`src/rtl/sb_packet_framing_if.sv`:
```
// Sideband framing bus: header/payload capture inputs, serializer pacing and framed phase outputs.
// The DUT connects through the slave modport. The source/sink side uses the master modport.
interface sb_packet_framing_if;
  logic [61:0] i_header;
  logic [63:0] i_data;
  logic        i_header_valid;
  logic        i_data_valid;
  logic        i_ser_done;
  logic [63:0] o_framed_packet_phase;
  logic        o_timeout_ctr_start;
  logic        o_packet_valid;

  modport slave (
    input  i_header, i_data, i_header_valid, i_data_valid, i_ser_done,
    output o_framed_packet_phase, o_timeout_ctr_start, o_packet_valid
  );

  modport master (
    output i_header, i_data, i_header_valid, i_data_valid, i_ser_done,
    input  o_framed_packet_phase, o_timeout_ctr_start, o_packet_valid
  );
endinterface

```
`src/rtl/sb_packet_framing.sv`:
```
// Sideband TX framing: captures header plus optional payload, then issues a parity-tagged
// header phase and a data phase as single-cycle pulses paced by the serializer.
module sb_packet_framing (
  input  logic                 i_clk,
  input  logic                 i_rst,
  sb_packet_framing_if.slave   bus
);

  typedef enum logic [1:0] {S_IDLE, S_HDR, S_DATA} state_t;

  state_t      r_state,  w_state_nxt;
  logic [61:0] r_hdr_q,  w_hdr_nxt;
  logic [63:0] r_dat_q,  w_dat_nxt;
  logic        r_has_data, w_has_data_nxt;
  logic [63:0] r_phase,  w_phase_nxt;
  logic        r_vld,    w_vld_nxt;
  logic        r_tmo,    w_tmo_nxt;

  // Header phase layout: {data parity, header parity, header}.
  function automatic logic [63:0] f_hdr_phase(input logic [61:0] hdr, input logic [63:0] dat);
    return {^dat, ^hdr, hdr};
  endfunction

  // Opcode field value 5 marks requests that arm the requester's timeout counter.
  function automatic logic f_starts_timeout(input logic [61:0] hdr);
    return (hdr[17:14] == 4'd5);
  endfunction

  always_comb begin
    w_state_nxt    = r_state;
    w_hdr_nxt      = r_hdr_q;
    w_dat_nxt      = r_dat_q;
    w_has_data_nxt = r_has_data;
    w_phase_nxt    = r_phase;
    w_vld_nxt      = 1'b0;
    w_tmo_nxt      = 1'b0;
    case (r_state)
      S_IDLE: begin
        if (bus.i_header_valid) begin
          w_hdr_nxt      = bus.i_header;
          w_dat_nxt      = bus.i_data_valid ? bus.i_data : 64'd0;
          // A zero payload is sent as a header-only packet.
          w_has_data_nxt = bus.i_data_valid && (bus.i_data != 64'd0);
          w_state_nxt    = S_HDR;
        end
      end
      S_HDR: begin
        if (bus.i_ser_done) begin
          w_vld_nxt   = 1'b1;
          w_phase_nxt = f_hdr_phase(r_hdr_q, r_dat_q);
          w_tmo_nxt   = f_starts_timeout(r_hdr_q);
          w_state_nxt = r_has_data ? S_DATA : S_IDLE;
        end
      end
      S_DATA: begin
        if (bus.i_ser_done) begin
          w_vld_nxt   = 1'b1;
          w_phase_nxt = r_dat_q;
          w_state_nxt = S_IDLE;
        end
      end
      default: w_state_nxt = S_IDLE;
    endcase
  end

  always_ff @(posedge i_clk) begin
    if (i_rst) begin
      r_state    <= S_IDLE;
      r_hdr_q    <= '0;
      r_dat_q    <= '0;
      r_has_data <= 1'b0;
      r_phase    <= '0;
      r_vld      <= 1'b0;
      r_tmo      <= 1'b0;
    end else begin
      r_state    <= w_state_nxt;
      r_hdr_q    <= w_hdr_nxt;
      r_dat_q    <= w_dat_nxt;
      r_has_data <= w_has_data_nxt;
      r_phase    <= w_phase_nxt;
      r_vld      <= w_vld_nxt;
      r_tmo      <= w_tmo_nxt;
    end
  end

  assign bus.o_framed_packet_phase = r_phase;
  assign bus.o_timeout_ctr_start   = r_tmo;
  assign bus.o_packet_valid        = r_vld;

endmodule

```
`src/flat_wrapper.sv`:
```
// flat-port wrapper written by rule: the top's interface ports become plain ports
module sb_packet_framing_flat 
  (i_clk, i_rst, bus_i_header, bus_i_data, bus_i_header_valid, bus_i_data_valid, bus_i_ser_done, bus_o_framed_packet_phase, bus_o_timeout_ctr_start, bus_o_packet_valid);
  sb_packet_framing_if bus_i ();
  input  logic i_clk;
  input  logic i_rst;
  input wire logic [$bits(bus_i.i_header)-1:0] bus_i_header;
  input wire logic [$bits(bus_i.i_data)-1:0] bus_i_data;
  input wire logic [$bits(bus_i.i_header_valid)-1:0] bus_i_header_valid;
  input wire logic [$bits(bus_i.i_data_valid)-1:0] bus_i_data_valid;
  input wire logic [$bits(bus_i.i_ser_done)-1:0] bus_i_ser_done;
  output wire logic [$bits(bus_i.o_framed_packet_phase)-1:0] bus_o_framed_packet_phase;
  output wire logic [$bits(bus_i.o_timeout_ctr_start)-1:0] bus_o_timeout_ctr_start;
  output wire logic [$bits(bus_i.o_packet_valid)-1:0] bus_o_packet_valid;
  assign bus_i.i_header = bus_i_header;
  assign bus_i.i_data = bus_i_data;
  assign bus_i.i_header_valid = bus_i_header_valid;
  assign bus_i.i_data_valid = bus_i_data_valid;
  assign bus_i.i_ser_done = bus_i_ser_done;
  assign bus_o_framed_packet_phase = bus_i.o_framed_packet_phase;
  assign bus_o_timeout_ctr_start = bus_i.o_timeout_ctr_start;
  assign bus_o_packet_valid = bus_i.o_packet_valid;
  sb_packet_framing u_core (.i_clk(i_clk), .i_rst(i_rst), .bus(bus_i));
endmodule
```
`config.mk`:
```
export PLATFORM = sky130hd
export DESIGN_NAME = sb_packet_framing_flat
export DESIGN_NICKNAME = d
export VERILOG_FILES = /design/src/rtl/sb_packet_framing_if.sv /design/src/rtl/sb_packet_framing.sv /design/src/flat_wrapper.sv
export SDC_FILE = /design/constraint.sdc
export NUM_CORES = 1
export LEC_CHECK = 0
export BUFFER_PORTS_ARGS = -buffer_cell sky130_fd_sc_hd__buf_2
export CORE_UTILIZATION = 40
export CTS_CLUSTER_DIAMETER = 30
export DETAILED_ROUTE_END_ITERATION = 8
export PLACE_DENSITY = 0.72
export SYNTH_ARGS = -nofsm -noshare
export SYNTH_HDL_FRONTEND = slang
export SYNTH_SLANG_ARGS = --single-unit
```
`constraint.sdc`:
```
create_clock -name i_clk -period 2.36 [get_ports i_clk]
set_input_delay 0.59 -clock i_clk [delete_from_list [all_inputs] [get_ports i_clk]]
set_output_delay 0.59 -clock i_clk [all_outputs]
set_load 0.005 [all_outputs]
```
# Word level (Yosys, flattened, before mapping)
# Cells that the tools add are included.
totals:
  reg_bits: 195
  input_bits: 131
  output_inout_bits: 66
  word_cells: 38
op_classes:
  eq_ne: 6
  n_mux: 10
  n_bitwise: 3
  n_reduce_logical: 12
ops:
  columns: ["op", "count"]
  rows:
  - ["$mux W64", 3]
  - ["$pmux W64 S2", 1]
  - ["$reduce_bool A64 Y1", 1]
  - ["$reduce_xor A64 Y1", 1]
  - ["$reduce_xor A62 Y1", 1]
  - ["$mux W2", 4]
  - ["$ne A2 B2 Y1 const B", 3]
  - ["$pmux W2 S3", 1]
  - ["$reduce_and A3 Y1", 2]
  - ["$eq A4 B3 Y1 const B", 1]
  - ["$reduce_or A2 Y1", 2]
  - ["$not A1 Y1", 3]
  - ["$reduce_or A3 Y1", 1]
  - ["$eq A2 B1 Y1 const B", 1]
  - ["$eq A2 B2 Y1 const B", 1]
  - ["$logic_not A2 Y1", 1]
  - ["$reduce_and A2 Y1", 1]
  - ["$reduce_bool A2 Y1", 1]
  - ["$logic_and A1 B1 Y1", 1]
  - ["$mux W1", 1]

# Depth between registers and ports, before layout
depth:
  ltp_word: 4
  mapped_depth: 10
  depth_no_buf: 10

# Worst setup path before layout
# Ideal clock, no wire load.
synth_path:
  kind: "register -> register"
  from: "reg u_core.r_hdr_q[17]"
  to: "reg u_core.r_phase[62], in the netlist u_core.bus.o_framed_packet_phase[62]"
  setup_time_ns: 0.132
  t_arrival_ns: 1.652
  required_time_ns: 2.228
  path_slack_ns: 0.576
  stages_incl_launch_ff: 11
  n_path_buf: 0
  period_less_slack_ns: 1.784
  cell_sequence: "dfxtp_1 inv_1 ha_1 xnor2_1 xnor2_1 xnor2_1 xnor2_1 xnor2_1 xnor2_1 o21ai_1 a21oi_1"
synth_via:
  elab_chain_cells: 3
synth_rtl:
  columns: ["element", "line_no", "text"]
  rows:
  - ["start: declaration", "sb_packet_framing.sv:12", "logic [61:0] r_hdr_q, w_hdr_nxt;"]
  - ["start signal: assignment", "sb_packet_framing.sv:77", "r_hdr_q <= w_hdr_nxt;"]
  - ["$reduce_xor A62 Y1", "sb_packet_framing.sv:21", "return {^dat, ^hdr, hdr};"]
  - ["$mux W64", "sb_packet_framing.sv:48", "if (bus.i_ser_done) begin"]
  - ["$pmux W64 S2", "sb_packet_framing.sv:37", "case (r_state)"]
  - ["end signal: assignment", "sb_packet_framing.sv:80", "r_phase <= w_phase_nxt;"]
  - ["end: declaration", "sb_packet_framing.sv:15", "logic [63:0] r_phase, w_phase_nxt;"]
# No other way between the ends. The select of a mux whose other input is x is not followed.
# A chain may end at the register's enable or synchronous reset.

# Worst setup path after layout
# Same ends and word-level chain as after synthesis.

==> results.md <==
* Status: finished, final reports clean
* Final hold vios at 0
* Netlist cell types at 26
* Fin crit share at 83.8%
* Dpl hpwl at 16.6 mm
* I/O pin cnt at 197
* Hold buffer count at cts at 0
* # setup viols final at 0
* Largest net degree at the start of global routing at 91
* Slew HR at 57.4%
* Multi-input logic area at 0.00442 mm2
* Simple-Gate Fraction of Synth Area at 16.9%
* Post-CTS sizing at 0
* Number of global-route vias before repair at 6945
* DRT iter0 DRCs at 383
* CTS tree: built
* Hold crit path type: in2reg
* Place WS at 0.201 ns
* Die area at 0.0222 mm2
* Number of core rows at 53
* Max-Cap Viols at 0
* Starting density of the core at 40.9%
* Crit Path Class: reg2reg
* # nets final at 1322
* CTS Buffer Depth at 2
* Root cell of the clock tree: clkbuf_16
* Mux contribution to synthesized area at 7.31%
* # fillers at 2079
* Largest stage delay on the critical path at 0.35 ns
* Xor-xnor portion of the synthesized cell area at 12.4%
* Synthesized cell area at 0.00862 mm2
* Gr ovfl total at 0
* Final Worst Setup Slack at 0.381 ns
* CTS H-tree depth at 4
* Max Slew Vio Count at 0
* Chip width at 149 um
* Routed wire length at 23.4 mm
* TNS Setup at 0 ns
* Total core area at 0.0211 mm2
* Worst Setup End Kind: flop
* Cells after Synth at 1018
* Crit-path max FO at 3
* WL/cell at 15.9 um
* Final antenna-violating net count at 0
* Yosys top cell by area: dfxtp_1
* Gr usage total at 21.3%
* Adder-cell share of the synthesized area at 0.870%
* Post-route minimum period at 1.98 ns
* Post-synthesis compound-gate area fraction at 13.4%
* Post-route DRC at 0
* Post-synth net total at 1155
* Fmax achieved at 505 MHz
* Top post-synthesis cells by area: dfxtp_1 45%, xnor2_1 11%, nand2_1 8.4%
* Worst Skew at 0.0109 ns
* Worst EP required at 2.63 ns
* CP startpoint kind: flop
* GPL Wtd Cong at 0.851
* CP top delay family: XOR/XNOR gates
* Sequential share of the synthesized area at 45.3%
* CTS Sinks at 195
* CTS Buf Count at 17
* Flops & latches, synth at 195
* DR vias at 7486
* Layout cells sized above 1 at 21.8%
* Via/cell ratio at 5.08
* Syn Area/Cell at 8.47 um2
* Worst Max-Slew Pin Slew at 0.640 ns
* Peak supply drop at 0.411 mV
* Antenna violations before repair at 1
* Slowest-stage cell, CP: dfxtp_1
* Main combinational cell family by area after synthesis: simple AND/OR/NAND/NOR gates
* FF+latch area at 0.00390 mm2
* Clock slew at reported path FFs at 0.07 ns
* Yosys top cell area share at 45.3%
* Worst Path Buf+Inv at 1
* DRT Pass-1 Iters at 4
* LEAKAGE at 0.00395 uW
* Height of the die at 149 um
* Post-CTS setup buffer count at 0
* Synth warn at 0
* Arrival time at the worst endpoint at 2.25 ns
* Pwr dens at 818 mW/mm2
* Port bufs at 196
* Critical path, cell by cell: inv_1 > ha_1 > xnor2_1 > xnor2_1 > xnor2_1 > xnor2_1 > xnor2_1 > xnor2_1 > o21ai_1 > a21oi_1
* RSZ-0062 raised after global routing: false
* Crit path top cell by count: xnor2_1
* First-pass GRT wire length at 36.7 mm
* P&R area growth vs syn at 23.3%
* Clk Latency, worst-skew pair at 0.43 ns
==> sequential cells by signal, summed over array words and instances, names as in the netlist <==
| register | count |
|---|---|
| u_core.bus.o_framed_packet_phase | 64 |
| u_core.bus.o_packet_valid | 1 |
| u_core.bus.o_timeout_ctr_start | 1 |
| u_core.r_dat_q | 64 |
| u_core.r_has_data | 1 |
| u_core.r_hdr_q | 62 |
| u_core.r_state | 2 |
==> power by group <==
| group | total, uW | switching (uW) | internal, uW |
|---|---|---|---|
| registers | 3750 | 198 | 3550 |
| clock network | 3010 | 1280 | 1730 |
| logic | 1940 | 1040 | 905 |
==> kinds of logic (layout without fill, tap and decap cells) <==
family | count (synthesis) | after routing
and+or+nand+nor | 348 | 348
muxes | 63 | 63
xor gates and xnor gates | 122 | 122
DFF | 195 | 195
adders and majority gates | 6 | 6
buffers and inverters | 85 | 265
AOI/OAI and AO/OA | 199 | 199
other | 0 | 1
==> stage by stage <==
step	hold slack, ns	cells	cell area, um2	util (%)	total power, uW
floorplan	0.437	1018	8620	-	5120
global placement	0.440	1441	10000	47.5	5740
detailed placement	0.468	1441	10000	47.5	5770
CTS	0.383	1473	10600	50.4	8770
global route	0.387	1474	10600	50.4	9130
finish	0.401	1474	10600	50.4	8700
==> area by class of cell <==
class	instances	area share, %
inverter	7	0.247
clock inverter	12	1.46
timing repair buffer	226	12.5
sequential	195	36.7
multi-input combinational	738	41.5
clock buffer	20	4.30
antenna	1	0.0235
tap	275	3.24
==> per-layer routing <==
layer	wire length, um	GRT usage (%)
met5	0	0
met4	412	6.89
met3	1270	4.07
met2	10700	33.7
met1	11000	29.3
==> cell usage in the layout, fill, tap and decap left out, types with 2 or more instances in the layout <==
cell type     n
inv_1         7
buf_2       195
buf_12        9
nand2_1     192
clkbuf_8      2
xnor2_1     108
a21oi_1     132
buf_4        21
clkinvlp_4    2
mux2i_1      63
clkbuf_16    17
nor2_1       64
clkinv_4      3
clkinv_2      3
nand3_1      66
dfxtp_1     195
o21ai_1       2
nand4_1       4
xor2_1       14
bufinv_16     3
ha_1          5
a211oi_1     62
nor4_1       16
==> Yosys cell counts (all sizes together) <==
cell     count
nor2b        1
and2         1
dfxtp      195
or4          1
xor2        14
buf         20
nor4        16
nand4        4
nor2        64
nand3       66
and3b        1
a21oi      132
nand2      193
ha           6
clkbuf      58
o22ai        1
a211oi      62
inv          7
xnor2      108
o21ai        3
nor3b        1
o2111ai      1
mux2i       63
==> path summary, 6_finish.rpt <==
kind | startpoint | slack [ns] | to | cells past startpoint
hold / removal | bus_i_header[13] | 0.40 | u_core.r_hdr_q[13] | 3
setup reg to reg | u_core.r_hdr_q[17] | 0.38 | u_core.bus.o_framed_packet_phase[62] | 10
hold reg to reg | u_core.bus.o_framed_packet_phase[62] | 0.48 | u_core.bus.o_framed_packet_phase[62] | 2
setup / recovery | u_core.r_hdr_q[17] | 0.38 | u_core.bus.o_framed_packet_phase[62] | 10
==> worst register-to-register path, stage by stage (launching register included) <==
cell and delay, ns:
dfxtp_1 0.35, inv_1 0.05, ha_1 0.28, xnor2_1 0.26
xnor2_1 0.17, xnor2_1 0.15, xnor2_1 0.15, xnor2_1 0.15
xnor2_1 0.09, o21ai_1 0.11, a21oi_1 0.07
Note: power is estimated with default switching activity, not from simulation.
